**config.mk**
```make
export PLATFORM = sky130hd
export DESIGN_NAME = gzip_job_sequencer
export DESIGN_NICKNAME = d
export VERILOG_FILES = /design/src/rtl/gzip_ctrl_pkg.sv /design/src/rtl/gzip_job_sequencer.sv
export SDC_FILE = /design/constraint.sdc
export NUM_CORES = 1
export LEC_CHECK = 0
export CORE_ASPECT_RATIO = 1.5
export CORE_MARGIN = 2
export CORE_UTILIZATION = 40
export DETAILED_ROUTE_END_ITERATION = 10
export MAX_ROUTING_LAYER = met4
export PLACE_DENSITY_LB_ADDON = 0.15
export SKIP_CTS_REPAIR_TIMING = 1
export SYNTH_ARGS = -nofsm -noshare
export SYNTH_HDL_FRONTEND = slang
export SYNTH_SLANG_ARGS = --single-unit
```
**constraint.sdc**
```tcl
create_clock -name core_clock -period 4.6 [get_ports core_clock]
set_input_delay 0.69 -clock core_clock [delete_from_list [all_inputs] [get_ports core_clock]]
set_output_delay 0.69 -clock core_clock [all_outputs]
set_load 0.01 [all_outputs]
```
**src/rtl/gzip_ctrl_pkg.sv**
```systemverilog
// Shared types and constants for the gzip job sequencer: FSM states,
// status error-bit positions and block type encodings.
package gzip_ctrl_pkg;

    typedef enum logic [2:0] {
        ST_IDLE   = 3'd0,
        ST_RST    = 3'd1,
        ST_CFG    = 3'd2,
        ST_FEED   = 3'd3,
        ST_DRAIN  = 3'd4,
        ST_REPORT = 3'd5
    } state_e;

    localparam int ERR_ABORT   = 3;
    localparam int ERR_TIMEOUT = 2;
    localparam int ERR_BTYPE   = 1;
    localparam int ERR_BLKSZ   = 0;

    localparam logic [1:0] BTYPE_STORED = 2'b00;
    localparam logic [1:0] BTYPE_FIXED  = 2'b01;

endpackage

```
**src/rtl/gzip_job_sequencer.sv**
```systemverilog
// Runs one gzip_top job at a time: reset/configure the core, forward exactly
// N input words, wait for done (or timeout/abort), then hold a status record.
module gzip_job_sequencer
    import gzip_ctrl_pkg::*;
#(
    parameter int RST_CYCLES     = 4,
    parameter int TIMEOUT_CYCLES = 1048576,
    parameter int WORDS_W        = 24
) (
    input  logic               core_clock,
    input  logic               bus_reset,
    input  logic               desc_valid,
    output logic               desc_ready,
    input  logic [1:0]         desc_btype,
    input  logic               desc_rev_endian,
    input  logic [WORDS_W-1:0] desc_words,
    input  logic               abort,
    input  logic               in_valid,
    output logic               in_ready,
    input  logic               core_in_full,
    output logic               core_in_wren,
    output logic               core_rst_n,
    output logic [1:0]         core_btype,
    output logic               core_rev_endian,
    input  logic [2:0]         core_status,
    input  logic [31:0]        core_isize,
    input  logic [31:0]        core_crc,
    input  logic [23:0]        core_out_bits,
    output logic               sts_valid,
    input  logic               sts_ready,
    output logic [3:0]         sts_err,
    output logic [31:0]        sts_isize,
    output logic [31:0]        sts_crc,
    output logic [23:0]        sts_out_bits,
    output logic               busy,
    output logic               irq
);

    localparam int TMR_W  = (TIMEOUT_CYCLES > 1) ? $clog2(TIMEOUT_CYCLES) : 1;
    localparam int RCNT_W = (RST_CYCLES > 1) ? $clog2(RST_CYCLES) : 1;
    localparam logic [TMR_W-1:0]  TMR_LAST = TMR_W'(TIMEOUT_CYCLES - 1);
    localparam logic [RCNT_W-1:0] RST_LAST = RCNT_W'(RST_CYCLES - 1);

    state_e             state_q, state_d;
    logic [WORDS_W-1:0] words_q;
    logic [TMR_W-1:0]   tmr_q;
    logic [RCNT_W-1:0]  rcnt_q;
    logic               desc_ready_q;
    logic               core_rst_n_q;
    logic [1:0]         core_btype_q;
    logic               core_rev_q;
    logic               sts_valid_q;
    logic [3:0]         sts_err_q, err_d;
    logic [31:0]        sts_isize_q, sts_crc_q;
    logic [23:0]        sts_out_bits_q;
    logic               cap_d;
    logic               feed_xfer, in_job, accept;

    assign feed_xfer = (state_q == ST_FEED) && in_valid && !core_in_full;
    assign in_job    = (state_q == ST_RST) || (state_q == ST_CFG) ||
                       (state_q == ST_FEED) || (state_q == ST_DRAIN);
    assign accept    = (state_q == ST_IDLE) && desc_valid && desc_ready_q;

    always_comb begin
        state_d = state_q;
        cap_d   = 1'b0;
        err_d   = 4'b0;
        unique case (state_q)
            ST_IDLE:   if (accept) state_d = ST_RST;
            ST_RST:    if (rcnt_q == RST_LAST) state_d = ST_CFG;
            ST_CFG:    state_d = (words_q != '0) ? ST_FEED : ST_DRAIN;
            ST_FEED:   if (feed_xfer && words_q == WORDS_W'(1)) state_d = ST_DRAIN;
            ST_DRAIN: begin
                // done beats a same-cycle timeout
                if (core_status[2]) begin
                    cap_d = 1'b1;
                    err_d[ERR_BTYPE] = core_status[1];
                    err_d[ERR_BLKSZ] = core_status[0];
                end else if (tmr_q == TMR_LAST) begin
                    cap_d = 1'b1;
                    err_d[ERR_TIMEOUT] = 1'b1;
                    err_d[ERR_BTYPE]   = core_status[1];
                    err_d[ERR_BLKSZ]   = core_status[0];
                end
            end
            ST_REPORT: if (sts_ready) state_d = ST_IDLE;
            default:   state_d = ST_IDLE;
        endcase
        if (abort && in_job) begin
            cap_d = 1'b1;
            err_d = 4'b0;
            err_d[ERR_ABORT] = 1'b1;
            err_d[ERR_BTYPE] = core_status[1];
            err_d[ERR_BLKSZ] = core_status[0];
        end
        if (cap_d) state_d = ST_REPORT;
    end

    always_ff @(posedge core_clock) begin
        if (bus_reset) begin
            state_q        <= ST_IDLE;
            words_q        <= '0;
            tmr_q          <= '0;
            rcnt_q         <= '0;
            desc_ready_q   <= 1'b0;
            core_rst_n_q   <= 1'b0;
            core_btype_q   <= 2'b0;
            core_rev_q     <= 1'b0;
            sts_valid_q    <= 1'b0;
            sts_err_q      <= 4'b0;
            sts_isize_q    <= 32'b0;
            sts_crc_q      <= 32'b0;
            sts_out_bits_q <= 24'b0;
        end else begin
            state_q      <= state_d;
            desc_ready_q <= (state_d == ST_IDLE);
            // the core stays out of reset through REPORT only if it was released
            unique case (state_d)
                ST_CFG, ST_FEED, ST_DRAIN: core_rst_n_q <= 1'b1;
                ST_REPORT:                 core_rst_n_q <= core_rst_n_q;
                default:                   core_rst_n_q <= 1'b0;
            endcase
            if (accept) begin
                core_btype_q <= desc_btype;
                core_rev_q   <= desc_rev_endian;
                words_q      <= desc_words;
                rcnt_q       <= '0;
            end else if (state_q == ST_RST) begin
                rcnt_q <= rcnt_q + RCNT_W'(1);
            end
            if (feed_xfer) words_q <= words_q - WORDS_W'(1);
            if (state_q != ST_DRAIN) tmr_q <= '0;
            else                     tmr_q <= tmr_q + TMR_W'(1);
            if (cap_d) begin
                sts_valid_q    <= 1'b1;
                sts_err_q      <= err_d;
                sts_isize_q    <= core_isize;
                sts_crc_q      <= core_crc;
                sts_out_bits_q <= core_out_bits;
            end else if (state_q == ST_REPORT && sts_ready) begin
                sts_valid_q <= 1'b0;
            end
        end
    end

    assign desc_ready      = desc_ready_q;
    assign in_ready        = feed_xfer;
    assign core_in_wren    = feed_xfer;
    assign core_rst_n      = core_rst_n_q;
    assign core_btype      = core_btype_q;
    assign core_rev_endian = core_rev_q;
    assign sts_valid       = sts_valid_q;
    assign sts_err         = sts_err_q;
    assign sts_isize       = sts_isize_q;
    assign sts_crc         = sts_crc_q;
    assign sts_out_bits    = sts_out_bits_q;
    assign busy            = (state_q != ST_IDLE);
    assign irq             = sts_valid_q;

endmodule

```
==> results list <==
- In this run the worst setup path begins at state_q[2].
- Count of final max-slew check failures: 0
- The HPWL after detailed placement is between 10000 and 15000 um.
- Critical Path AT: between 2 and 3 ns
* Post-synthesis cell area: 6309 um^2
- After detailed routing, the number of remaining DRC violations is 0.
- Worst hold-check path type: register to register
* Via total after detailed routing: ~6.4k
- In the final routed layout, each cell accounts on average for about 16 um.
* Filler instances: 1449
* Remaining number of nets flagged by the antenna check after routing: 0
- The run finished with clean final reports.
* Worst-skew pair later-pin latency: around 0.42 ns
* Longest Clk Path Bufs: 2
- Global routing used 4.858% of the available met3 tracks.
- After clock tree synthesis, the clock-pin slew on the worst setup and hold paths is approximately 0.06 ns.
- Global routing consumed, on the met2 layer, between 30% and 40% of the routing resources.
* Core ar.: around 16000 um^2
* Net count, final: between 1k and 1.5k
* Worst reg-to-reg path cell count: 5
- Initial Utilization: about two fifths
- Number of endpoints with negative hold slack in the final report: 0
- Top-level I/O count: between 200 and 250
* Fraction of registers with async set/reset: 0%
* Die width: between 100 and 150 um
* Prevailing post-synth register cell: sky130_fd_sc_hd__dfxtp_1
- VDD sags by at most between 0.0003 and 0.0004 V.
* Leakage power: between 3 and 4 nW
- Synthesis produced a netlist with a net count of ~900.
- Weighted congestion reported at the end of routability-driven placement: around 0.85
- Chip height: between 150 and 200 um
- Number of maximum-capacitance violations: 0
- The sequential cells in the finished layout cover a total of about 2900 um^2.
* Input/output buffers: between 200 and 250
- Final setup violation count: 0
* 1st-iter DRT viols: ~260
- The worst setup path is launched from a register.
- Wire length of the first global-routing pass: 30170 um
- Summing the sequential cell areas from Yosys gives 46.65% of the chip area.
- Total routing resource utilization after global routing: approximately 23%
- The number of global-route vias before repair is roughly 5.8k.
- Yosys mapped the design onto 60 distinct sky130hd cell types.
* CTS tree: built
- In this run the critical register-to-register path is launched from state_q[2].
* Share of final-layout standard cells stronger than drive strength 1: under 10%
- Worst hold-check slack: ~0.45 ns
- Number of inserted diodes: 0
* Met1 track demand over resource: between 20% and 30%
- Skew final: roughly 0.018 ns
- Post-layout minimum cycle time: approximately 3.3 ns
- Worst setup path category: register to output pin
* Die area: between 15000 and 20000 um^2
- The initialized floorplan defines between 50 and 60 standard-cell rows.
* Peak clock frequency supported by timing: about 300 MHz
- Power spread over the standard cell area amounts to a little under 500 nW/um^2.
- Router iterations before antenna repair: 4
- Each instance of the synthesized netlist takes up on average approximately 8.2 um^2.
- CP Capture Type: output pin
* Max-slew headroom: ~31%
- Multi-input gate area: approximately 3100 um^2
- For the worst setup path, the data required time is just under 4 ns.
* Number of antenna violations at the first check in global routing: 0
* Total Neg Setup Slack: 0 ns
- At the pin with the least slew margin, the transition time is between 1 and 1.5 ns.
- Endpoint of the worst register-to-register path: core_rst_n
- Number of levels in the clock H-tree: 4
- Maximum net fanout on the critical path: 19
- Routed wire length: roughly 19000 um
- The clock net in this run drives a total of 147 sinks.
- The worst register-to-register path has a setup slack of about 1.8 ns.
- Count of flip-flops with a built-in enable after synthesis: 0
- Setup repair after global routing left no endpoint under its margin.
- Total overflow reported by the global router: 0
- Clock buffers created by TritonCTS: 17
- Most used routing layer in global routing: met2
* Syn Inst Count: approximately 770
* Root Buffer Master: sky130_fd_sc_hd__clkbuf_16
- Flop and latch count out of synthesis: between 100 and 150
- Entering global routing, the biggest net connects between 90 and 100 pins.
- YS warnings: 0
- After layout, the worst path uses a little under three quarters of the clock period.
- Last element of the critical path: core_in_wren
* Area growth, synth to finish: 45.54%
- After detailed routing, the number of vias per cell comes to roughly 5.5.
[logic make-up (layout without fill, tap and decap cells)]
kind of cell    Yosys count  count (layout)  synth area share [%]
simple gates            253             253                 21.16
fa+ha+maj                 5               5                0.9917
xor+xnor                 17              17                 2.360
mux                       4               4                0.7536
compound gates          268             268                 23.11
buf+inv                  78             275                 4.978
flops                   147             147                 46.65
[cell type report]
type,instances,area share (%)
Inverter,11,0.4497
Clock buffer,20,4.865
Timing Repair Buffer,232,25.37
Sequential cell,147,32.05
Clock inverter,12,1.090
Tap cell,203,2.766
Multi-Input combinational cell,547,33.40
[state kept, by name, summed over array words and instances, names as in the netlist]
name and count:
sts_isize 32, rcnt_q 2, tmr_q 20, sts_err 4
irq 1, desc_ready 1, core_rst_n 1, core_rev_endian 1
words_q 24, core_btype 2, state_q 3, sts_crc 32
sts_out_bits 24
[through the flow]
step | total power, W | setup slack [ns] | util [%] | cells | area (um^2)
final | 0.004498 | 1.332 | 59.03 | 1172 | 9181
after detailed placement | 0.003252 | 1.401 | 55.51 | 1140 | 8635
after floorplan | 0.002504 | 2.322 | - | 772 | 6309
after global routing | 0.004767 | 1.153 | 59.03 | 1172 | 9181
after global placement | 0.003243 | 1.436 | 55.51 | 1140 | 8635
after CTS | 0.004539 | 1.310 | 59.03 | 1172 | 9181
[report_power, final]
group          internal, W  switching [W]  leakage [nW]
combinational     0.000741       0.000809          1.66
sequential         0.00151       0.000158          1.20
clock             0.000714       0.000562         0.248
total              0.00297        0.00153          3.10
[worst min-delay path by stage]
stage	depth (start not counted)	slack (ns)	end	start
floorplan	1	0.42	tmr_q[0]	tmr_q[0]
detailed placement	1	0.44	tmr_q[0]	tmr_q[0]
global route	2	0.48	core_btype[1]	core_btype[1]
CTS	1	0.45	tmr_q[0]	tmr_q[0]
global placement	1	0.43	tmr_q[0]	tmr_q[0]
finish	1	0.45	tmr_q[0]	tmr_q[0]
[layer usage]
layer | part of all wire (%) | routed length, um
met1 | 43 | 8109
met2 | 49 | 9284
met3 | 5.7 | 1085
met4 | 2.5 | 483
met5 | 0 | 0
[cells in the final DEF, fill, tap and decap left out, types with 3 or more instances in the layout]
master | Yosys | final
sky130_fd_sc_hd__and2_1 | 4 | 4
sky130_fd_sc_hd__ha_1 | 5 | 5
sky130_fd_sc_hd__or4_1 | 3 | 3
sky130_fd_sc_hd__nor2_1 | 36 | 36
sky130_fd_sc_hd__dfxtp_1 | 147 | 147
sky130_fd_sc_hd__a21oi_1 | 125 | 124
sky130_fd_sc_hd__o21ai_0 | 102 | 102
sky130_fd_sc_hd__buf_4 | 2 | 5
sky130_fd_sc_hd__xor2_1 | 12 | 12
sky130_fd_sc_hd__o311ai_0 | 9 | 9
sky130_fd_sc_hd__o211ai_1 | 5 | 5
sky130_fd_sc_hd__or3_1 | 12 | 12
sky130_fd_sc_hd__clkinvlp_4 | 0 | 6
sky130_fd_sc_hd__nor3_1 | 17 | 17
sky130_fd_sc_hd__nand2_1 | 38 | 38
sky130_fd_sc_hd__xnor2_1 | 5 | 5
sky130_fd_sc_hd__inv_6 | 0 | 3
sky130_fd_sc_hd__nor4_1 | 7 | 7
sky130_fd_sc_hd__a31oi_1 | 10 | 10
sky130_fd_sc_hd__inv_1 | 10 | 10
sky130_fd_sc_hd__nand3_1 | 101 | 101
sky130_fd_sc_hd__clkdlybuf4s50_1 | 0 | 225
sky130_fd_sc_hd__and3_1 | 5 | 5
sky130_fd_sc_hd__clkbuf_16 | 0 | 17
sky130_fd_sc_hd__nand4_1 | 8 | 8
[cell usage after synthesis, drive strengths merged, types with 2 or more instances]
cell,n,area share [%]
dfxtp,147,47
a21oi,125,9.9
o21ai,102,8.1
nand3,101,8.0
clkbuf,45,2.7
nand2,38,2.3
nor2,36,2.1
buf,22,1.6
nor3,17,1.3
or3,13,1.4
xor2,12,1.7
a31oi,10,0.99
inv,10,0.60
nand4,10,1.3
o311ai,9,1.2
nor4,8,1.0
and3,5,0.50
ha,5,0.99
o211ai,5,0.60
or4,5,0.63
xnor2,5,0.69
and2,4,0.40
and4,4,0.58
mux2,3,0.59
a21o,2,0.24
and3b,2,0.28
nor4bb,2,0.32
or2,2,0.20
[critical path: stages (launching register included)]
cell and delay, ns:
sky130_fd_sc_hd__dfxtp_1 0.72, sky130_fd_sc_hd__and4b_1 0.34, sky130_fd_sc_hd__nand2_1 0.24, sky130_fd_sc_hd__clkinv_1 0.31, sky130_fd_sc_hd__clkdlybuf4s50_1 0.57
Power figures use the tool's default switching activity.
